**config.mk**
```make
export PLATFORM = sky130hd
export DESIGN_NAME = dataframe_merger
export DESIGN_NICKNAME = d
export VERILOG_FILES = /design/src/rtl/dataframe_merger_pkg.sv /design/src/rtl/dataframe_merger_rr_arbiter.sv /design/src/rtl/dataframe_merger.sv
export SDC_FILE = /design/constraint.sdc
export NUM_CORES = 1
export LEC_CHECK = 0
export BUFFER_PORTS_ARGS = -buffer_cell sky130_fd_sc_hd__buf_2
export CORE_AREA = 2 2 309 311
export CTS_CLUSTER_DIAMETER = 80
export DETAILED_ROUTE_END_ITERATION = 16
export DIE_AREA = 0 0 311 313
export PLACE_DENSITY = 0.37
export RECOVER_POWER = 25
export SYNTH_ARGS = -nofsm -noshare
export SYNTH_HDL_FRONTEND = slang
export SYNTH_SLANG_ARGS = --single-unit
export TNS_END_PERCENT = 50
```
**constraint.sdc**
```tcl
create_clock -name ACLK -period 4.7 [get_ports ACLK]
set_input_delay 0.94 -clock ACLK [delete_from_list [all_inputs] [get_ports ACLK]]
set_output_delay 0.94 -clock ACLK [all_outputs]
set_load 0.01 [all_outputs]
```
**src/rtl/dataframe_merger_pkg.sv**
```systemverilog
// Shared constants and FSM encoding for the frame-atomic AXI-Stream merger.
package dataframe_merger_pkg;

    localparam int RFDC_TDATA_WIDTH  = 128;
    localparam int FRAME_COUNT_WIDTH = 32;

    typedef enum logic [1:0] {
        ST_IDLE  = 2'd0,
        ST_XFER  = 2'd1,
        ST_DRAIN = 2'd2
    } state_t;

endpackage

```
**src/rtl/dataframe_merger_rr_arbiter.sv**
```systemverilog
// Combinational round-robin picker: first requesting channel after the last grant,
// wrapping cyclically. The parent registers the result.
module rr_arbiter
    import dataframe_merger_pkg::*;
#(
    parameter int N_CHANNEL = 4,
    parameter int IDX_W     = $clog2(N_CHANNEL)
) (
    input  logic [N_CHANNEL-1:0] req,
    input  logic [IDX_W-1:0]     last,
    output logic [N_CHANNEL-1:0] grant,
    output logic [IDX_W-1:0]     index,
    output logic                 any
);

    logic [IDX_W-1:0] cand;

    always_comb begin
        grant = '0;
        index = '0;
        any   = 1'b0;
        cand  = '0;
        // Scan last+1 .. last+N so the previous winner is considered last.
        for (int i = 1; i <= N_CHANNEL; i++) begin
            cand = IDX_W'((int'(last) + i) % N_CHANNEL);
            if (!any && req[cand]) begin
                any         = 1'b1;
                index       = cand;
                grant[cand] = 1'b1;
            end
        end
    end

endmodule

```
**src/rtl/dataframe_merger.sv**
```systemverilog
// N:1 AXI-Stream merger that forwards whole TLAST-delimited frames round-robin
// and truncates frames that exceed a configurable beat limit.
module dataframe_merger
    import dataframe_merger_pkg::*;
#(
    parameter int N_CHANNEL   = 4,
    parameter int TDATA_WIDTH = RFDC_TDATA_WIDTH,
    parameter int LEN_WIDTH   = 16
) (
    input  logic                               ACLK,
    input  logic                               ARESETN,
    input  logic                               SET_CONFIG,
    input  logic [LEN_WIDTH-1:0]               MAX_FRAME_LENGTH,
    input  logic [N_CHANNEL-1:0]               CHANNEL_MASK,
    input  logic [N_CHANNEL*TDATA_WIDTH-1:0]   S_AXIS_TDATA,
    input  logic [N_CHANNEL*TDATA_WIDTH/8-1:0] S_AXIS_TKEEP,
    input  logic [N_CHANNEL-1:0]               S_AXIS_TLAST,
    input  logic [N_CHANNEL-1:0]               S_AXIS_TVALID,
    output logic [N_CHANNEL-1:0]               S_AXIS_TREADY,
    output logic [TDATA_WIDTH-1:0]             M_AXIS_TDATA,
    output logic [TDATA_WIDTH/8-1:0]           M_AXIS_TKEEP,
    output logic                               M_AXIS_TLAST,
    output logic                               M_AXIS_TVALID,
    input  logic                               M_AXIS_TREADY,
    output logic [$clog2(N_CHANNEL)-1:0]       GRANT_CHANNEL,
    output logic [FRAME_COUNT_WIDTH-1:0]       FRAME_COUNT,
    output logic                               DATAFRAME_MERGE_ERROR
);

    localparam int IDX_W  = $clog2(N_CHANNEL);
    localparam int KEEP_W = TDATA_WIDTH / 8;

    state_t                 state;
    logic [IDX_W-1:0]       last_ptr;
    logic [N_CHANNEL-1:0]   grant_oh;
    logic [LEN_WIDTH-1:0]   beat_cnt;
    logic [LEN_WIDTH-1:0]   cfg_max;
    logic [N_CHANNEL-1:0]   cfg_mask;

    logic [N_CHANNEL-1:0]   arb_grant;
    logic [IDX_W-1:0]       arb_index;
    logic                   arb_any;

    logic [TDATA_WIDTH-1:0] sel_data;
    logic [KEEP_W-1:0]      sel_keep;
    logic                   sel_last;
    logic                   sel_valid;
    logic                   out_free;
    logic                   accept;
    logic [LEN_WIDTH:0]     cnt_next;
    logic                   hit_max;

    rr_arbiter #(
        .N_CHANNEL (N_CHANNEL),
        .IDX_W     (IDX_W)
    ) u_arb (
        .req   (S_AXIS_TVALID & cfg_mask),
        .last  (last_ptr),
        .grant (arb_grant),
        .index (arb_index),
        .any   (arb_any)
    );

    assign sel_data  = S_AXIS_TDATA[GRANT_CHANNEL*TDATA_WIDTH +: TDATA_WIDTH];
    assign sel_keep  = S_AXIS_TKEEP[GRANT_CHANNEL*KEEP_W +: KEEP_W];
    assign sel_last  = S_AXIS_TLAST[GRANT_CHANNEL];
    assign sel_valid = S_AXIS_TVALID[GRANT_CHANNEL];
    assign out_free  = ~M_AXIS_TVALID | M_AXIS_TREADY;
    assign accept    = (state == ST_XFER) && sel_valid && out_free;
    // Extra bit keeps the limit compare exact even at the top of the counter range.
    assign cnt_next  = {1'b0, beat_cnt} + 1'b1;
    assign hit_max   = (cfg_max != '0) && (cnt_next == {1'b0, cfg_max});

    always_comb begin
        S_AXIS_TREADY = '0;
        case (state)
            ST_XFER:  S_AXIS_TREADY = grant_oh & {N_CHANNEL{out_free}};
            ST_DRAIN: S_AXIS_TREADY = grant_oh;
            default:  S_AXIS_TREADY = '0;
        endcase
    end

    always_ff @(posedge ACLK) begin
        if (!ARESETN || SET_CONFIG) begin
            state                 <= ST_IDLE;
            last_ptr              <= IDX_W'(N_CHANNEL - 1);
            grant_oh              <= '0;
            beat_cnt              <= '0;
            GRANT_CHANNEL         <= '0;
            M_AXIS_TDATA          <= '0;
            M_AXIS_TKEEP          <= '0;
            M_AXIS_TLAST          <= 1'b0;
            M_AXIS_TVALID         <= 1'b0;
            FRAME_COUNT           <= '0;
            DATAFRAME_MERGE_ERROR <= 1'b0;
            cfg_max               <= ARESETN ? MAX_FRAME_LENGTH : '0;
            cfg_mask              <= ARESETN ? CHANNEL_MASK : '1;
        end else begin
            if (M_AXIS_TVALID && M_AXIS_TREADY) begin
                M_AXIS_TVALID <= 1'b0;
                M_AXIS_TLAST  <= 1'b0;
                if (M_AXIS_TLAST)
                    FRAME_COUNT <= FRAME_COUNT + 1'b1;
            end

            case (state)
                ST_IDLE: begin
                    if (arb_any) begin
                        GRANT_CHANNEL <= arb_index;
                        grant_oh      <= arb_grant;
                        beat_cnt      <= '0;
                        state         <= ST_XFER;
                    end
                end
                ST_XFER: begin
                    if (accept) begin
                        M_AXIS_TDATA  <= sel_data;
                        M_AXIS_TKEEP  <= sel_keep;
                        M_AXIS_TVALID <= 1'b1;
                        if (beat_cnt != '1)
                            beat_cnt <= beat_cnt + 1'b1;
                        if (sel_last) begin
                            M_AXIS_TLAST <= 1'b1;
                            last_ptr     <= GRANT_CHANNEL;
                            state        <= ST_IDLE;
                        end else if (hit_max) begin
                            M_AXIS_TLAST          <= 1'b1;
                            DATAFRAME_MERGE_ERROR <= 1'b1;
                            state                 <= ST_DRAIN;
                        end else begin
                            M_AXIS_TLAST <= 1'b0;
                        end
                    end
                end
                ST_DRAIN: begin
                    // Runaway tail is swallowed; the output already saw a forced TLAST.
                    if (sel_valid && sel_last) begin
                        last_ptr <= GRANT_CHANNEL;
                        state    <= ST_IDLE;
                    end
                end
                default: state <= ST_IDLE;
            endcase
        end
    end

endmodule

```
==> results.env <==
STATUS='finished, final reports clean'
POST_CTS_RESIZE_COUNT=0
FINAL_REPORT_MAX_SLEW_VIOLATION_COUNT=0
COREAREA_SQ_MM=0.0942
DESIGN.DIE.AREA_SQ_MM=0.0973
TIMING.CLOCK.SKEW_NS=0.0236
SYNTH_EDF_COUNT=20
LAYOUT_WORST_PATH_CYCLE_SHARE_PCT=69.6
FINAL_CORE_UTIL_PCT=20.3
FIRST_GLOBAL_VIAS=13500
PORT_BUFFERS=792
VIA_PER_INST=3.94
GRT_FIRST_PASS_WIRELENGTH_MM=88.9
LEAKAGE_POWER_nW=7.47
CRIT_PATH_TOP_DELAY_CELL='sky130_fd_sc_hd__nor2b_1'
TIMING.SETUP.TNS_NS=0
FINAL_PERIOD_MINUS_WORST_SETUP_SLACK_NS=3.27
TRITONCTS_CLOCK_TREE='yes'
SLEW_HEADROOM_PCT=36.9
KIND_OF_END_POINT_OF_THE_CRITICAL_PATH='output pin'
DP_HPWL_MM=48.6
CELLPOWERDENSITY_mW_PER_MM2=292
SYN2LAYOUT_AREA_GROWTH_PCT=50.4
DRCVIOLATIONCOUNT=0
LAYOUT_COMMON_CELLS='sky130_fd_sc_hd__buf_2, sky130_fd_sc_hd__nand2_1, sky130_fd_sc_hd__dfxtp_1'
GRT_USE_TOTAL_PCT=12.0
FLOORPLAN.DIE.HEIGHT_UM=313
CRITICAL_PATH_PEAK_FANOUT=16
ROUTEDWLPERCELL_UM=18.2
MAX-CLOCK-PATH-BUFFERS=3
POST_CTS.REPAIR.SETUP_BUFFERS=0
SYN_AREA_PER_CELL_SQ_UM=9.67
HP-CLASS='reg -> reg'
DR_TOTAL_VIAS=13200
SYNTH_SEQ_AREA_SHARE_PCT=37.0
DRT-INITIAL-DRC-COUNT=627
DRV.MAX_CAP_VIOLATION_COUNT=0
ASYNC_FLOP_SHARE_PCT=0
SYNTH.LIB_CELLS_USED.DISTINCT=55
NUMBER_OF_HOLD_BUFFERS_ADDED_AFTER_CTS=0
DESIGN.FINAL.NETS=2676
INITIAL_UTILIZATION_PCT=13.5
CLOCK-SINKS=225
GATE_COUNT_AFTER_TECHNOLOGY_MAPPING=1315
TIMING.CRITICAL_PATH.CELLS='inv_1 -> ha_1 -> buf_4 -> a21oi_1 -> nor2b_1 -> and2_1 -> buf_2'
DATA_ARRIVAL_TIME_OF_THE_CRITICAL_PATH_NS=2.33
CLOCK-ROOT-BUFFER='sky130_fd_sc_hd__clkbuf_16'
NETLIST.TOP_CELL.BY_AREA='sky130_fd_sc_hd__dfxtp_1'
UNREPAIRED_SETUP_ENDPOINTS_AFTER_GLOBAL_ROUTING='no'
CRIT_TYPE='reg -> out'
FILLER_CELL_COUNT=10700
ROUTABILITYCONGESTION=0.829
POSTROUTEANTENNANETS=0
GRT_ANTENNA_BEFORE_REPAIR=9
FINAL_SETUP_FAILS=0
HOLD_VIOL_FINAL=0
GRT_REMAINING_OVERFLOW=0
SETUP_CRIT_START_KIND='flop'
NUMCTSBUFFERS=35
CTS_MAX_LEVEL=2
DIE_X_UM=311
DETAIL_ROUTE.FIRST_PASS.ITERATIONS=6
CLOCK_LATENCY_NS=0.54
WORST_PIN_SLEW_NS=0.947
DRIVE_GT1_SHARE_PCT=46.0
SYNTH-MAIN-FF-CELL='sky130_fd_sc_hd__dfxtp_1'
SYNTH-SEQ-CELLS=225
YS_TOP_CELLS_BY_AREA='sky130_fd_sc_hd__dfxtp_1, sky130_fd_sc_hd__mux4_2, sky130_fd_sc_hd__nand2_1'
MAXCLOCKFREQUENCY_GHz=0.306
FINAL_COMMON_CELL='sky130_fd_sc_hd__buf_2'
NUMBER_OF_ROWS_IN_THE_CORE_AREA=113
WORST_PATH_LARGEST_CELL_DELAY_NS=0.34
IOPINCOUNT=793
MAX-VDD-IR-DROP_uV=145
NETLIST.AREA_LEADER.SHARE_PCT=32.3
YS_WARN_COUNT=0
PATH_CLK_SLEW_NS=0.06
POSTSYNTHNETCOUNT=1936
GRT_START_MAX_NET_PINS=145
MAPPED_AREA_SQ_MM=0.0127
TOTAL_WIRELENGTH_OF_THE_DETAILED_ROUTED_DESIGN_MM=61.0
CRITICAL_PATH_REQUIRED_NS=3.76
==> flip-flops by register name, indices dropped and copies added (netlist names) <==
name / flops
M_AXIS_TDATA: 128
FRAME_COUNT: 32
M_AXIS_TKEEP: 16
beat_cnt: 16
cfg_max: 16
cfg_mask: 4
grant_oh: 4
GRANT_CHANNEL: 2
last_ptr: 2
state: 2
DATAFRAME_MERGE_ERROR: 1
M_AXIS_TLAST: 1
M_AXIS_TVALID: 1
==> routing by layer <==
| layer | track usage (%) | share of wire, % | up-vias |
|---|---|---|---|
| li1 | - | - | 6252 |
| met1 | 14.7 | 42 | 6339 |
| met2 | 20.3 | 48 | 512 |
| met3 | 3.82 | 8.3 | 74 |
| met4 | 3.05 | 2.2 | 4 |
| met5 | 0 | 0.056 | - |
==> Yosys cell counts (2+ instances only) <==
cell                       instances
sky130_fd_sc_hd__o21ai_1           2
sky130_fd_sc_hd__dfxtp_1         205
sky130_fd_sc_hd__o21ai_0          19
sky130_fd_sc_hd__a221oi_1          2
sky130_fd_sc_hd__nor4_1           10
sky130_fd_sc_hd__ha_1             13
sky130_fd_sc_hd__nand4_1          12
sky130_fd_sc_hd__or3_1            16
sky130_fd_sc_hd__nand2_1         347
sky130_fd_sc_hd__clkbuf_1         86
sky130_fd_sc_hd__and2_1           22
sky130_fd_sc_hd__and4_1            5
sky130_fd_sc_hd__mux2i_1           3
sky130_fd_sc_hd__nand3b_1          3
sky130_fd_sc_hd__a222oi_1          4
sky130_fd_sc_hd__a31oi_1           4
sky130_fd_sc_hd__mux2_2            2
sky130_fd_sc_hd__nor3_1            8
sky130_fd_sc_hd__nand2b_1         11
sky130_fd_sc_hd__or4_1             4
sky130_fd_sc_hd__nand3_1          33
sky130_fd_sc_hd__o21a_1            7
sky130_fd_sc_hd__buf_2             2
sky130_fd_sc_hd__and3_1            7
sky130_fd_sc_hd__xnor2_1          21
sky130_fd_sc_hd__edfxtp_1         20
sky130_fd_sc_hd__mux4_2          146
sky130_fd_sc_hd__nor2_1           39
sky130_fd_sc_hd__buf_1            16
sky130_fd_sc_hd__nor2b_1           2
sky130_fd_sc_hd__xor2_1           26
sky130_fd_sc_hd__a211o_1           2
sky130_fd_sc_hd__inv_1            14
sky130_fd_sc_hd__a21oi_1         181
==> kinds of logic after synthesis <==
family,Yosys count,share of synthesized area (%)
AOI/OAI and AO/OA,234,10.3
buffers and inverters,119,3.53
adders and majority gates,13,1.28
and+or+nand+nor,525,18.2
muxes,152,26.4
DFF,225,37.0
xor gates and xnor gates,47,3.24
==> per-stage QoR <==
step	worst slack [ns]	hold slack (ns)	cell area, sq um	power, W	instances
after global routing	1.24	0.467	19100	0.00588	3347
after floorplan	1.93	0.477	12700	0.00260	1315
final	1.43	0.449	19100	0.00558	3348
after detailed placement	1.56	0.444	18100	0.00310	3283
after CTS	1.36	0.451	19200	0.00575	3344
after global placement	1.55	0.441	18100	0.00311	3283
==> critical path: cells and delay by family (launching register included) <==
family | cells | cell delay (ns)
AOI/OAI and AO/OA | 1 | 0.10
adders and majority gates | 1 | 0.33
buffers and inverters | 3 | 0.52
and+or+nand+nor | 2 | 0.53
DFF | 1 | 0.31
==> path summary, 6_finish.rpt <==
| check | start | endpoint | slack (ns) | cells after the start |
|---|---|---|---|---|
| worst max-delay path | state[1] | S_AXIS_TREADY[2] | 1.43 | 7 |
| worst min-delay path | M_AXIS_TDATA[100] | M_AXIS_TDATA[100] | 0.45 | 2 |
| worst max register to register | beat_cnt[2] | state[0] | 1.80 | 7 |
| worst min register to register | M_AXIS_TDATA[100] | M_AXIS_TDATA[100] | 0.45 | 2 |
==> layout make-up <==
type	count	area, sq um	share of cell area, %
sequential	225	4710	24.6
inverter	15	63.8	0.334
tap	1265	1580	8.28
antenna	4	10.0	0.0524
clock buffer	48	996	5.21
multi-input combinational	971	7570	39.6
clock inverter	13	109	0.569
timing repair buffer	807	4070	21.3
==> power breakdown <==
group | leakage, nW | switching (W) | total (W) | internal, W
registers | 1.86 | 0.0000517 | 0.00203 | 0.00198
clock network | 0.544 | 0.00100 | 0.00254 | 0.00154
logic | 5.06 | 0.000494 | 0.00100 | 0.000508
total | 7.47 | 0.00155 | 0.00558 | 0.00403
Power figures use the tool's default switching activity.
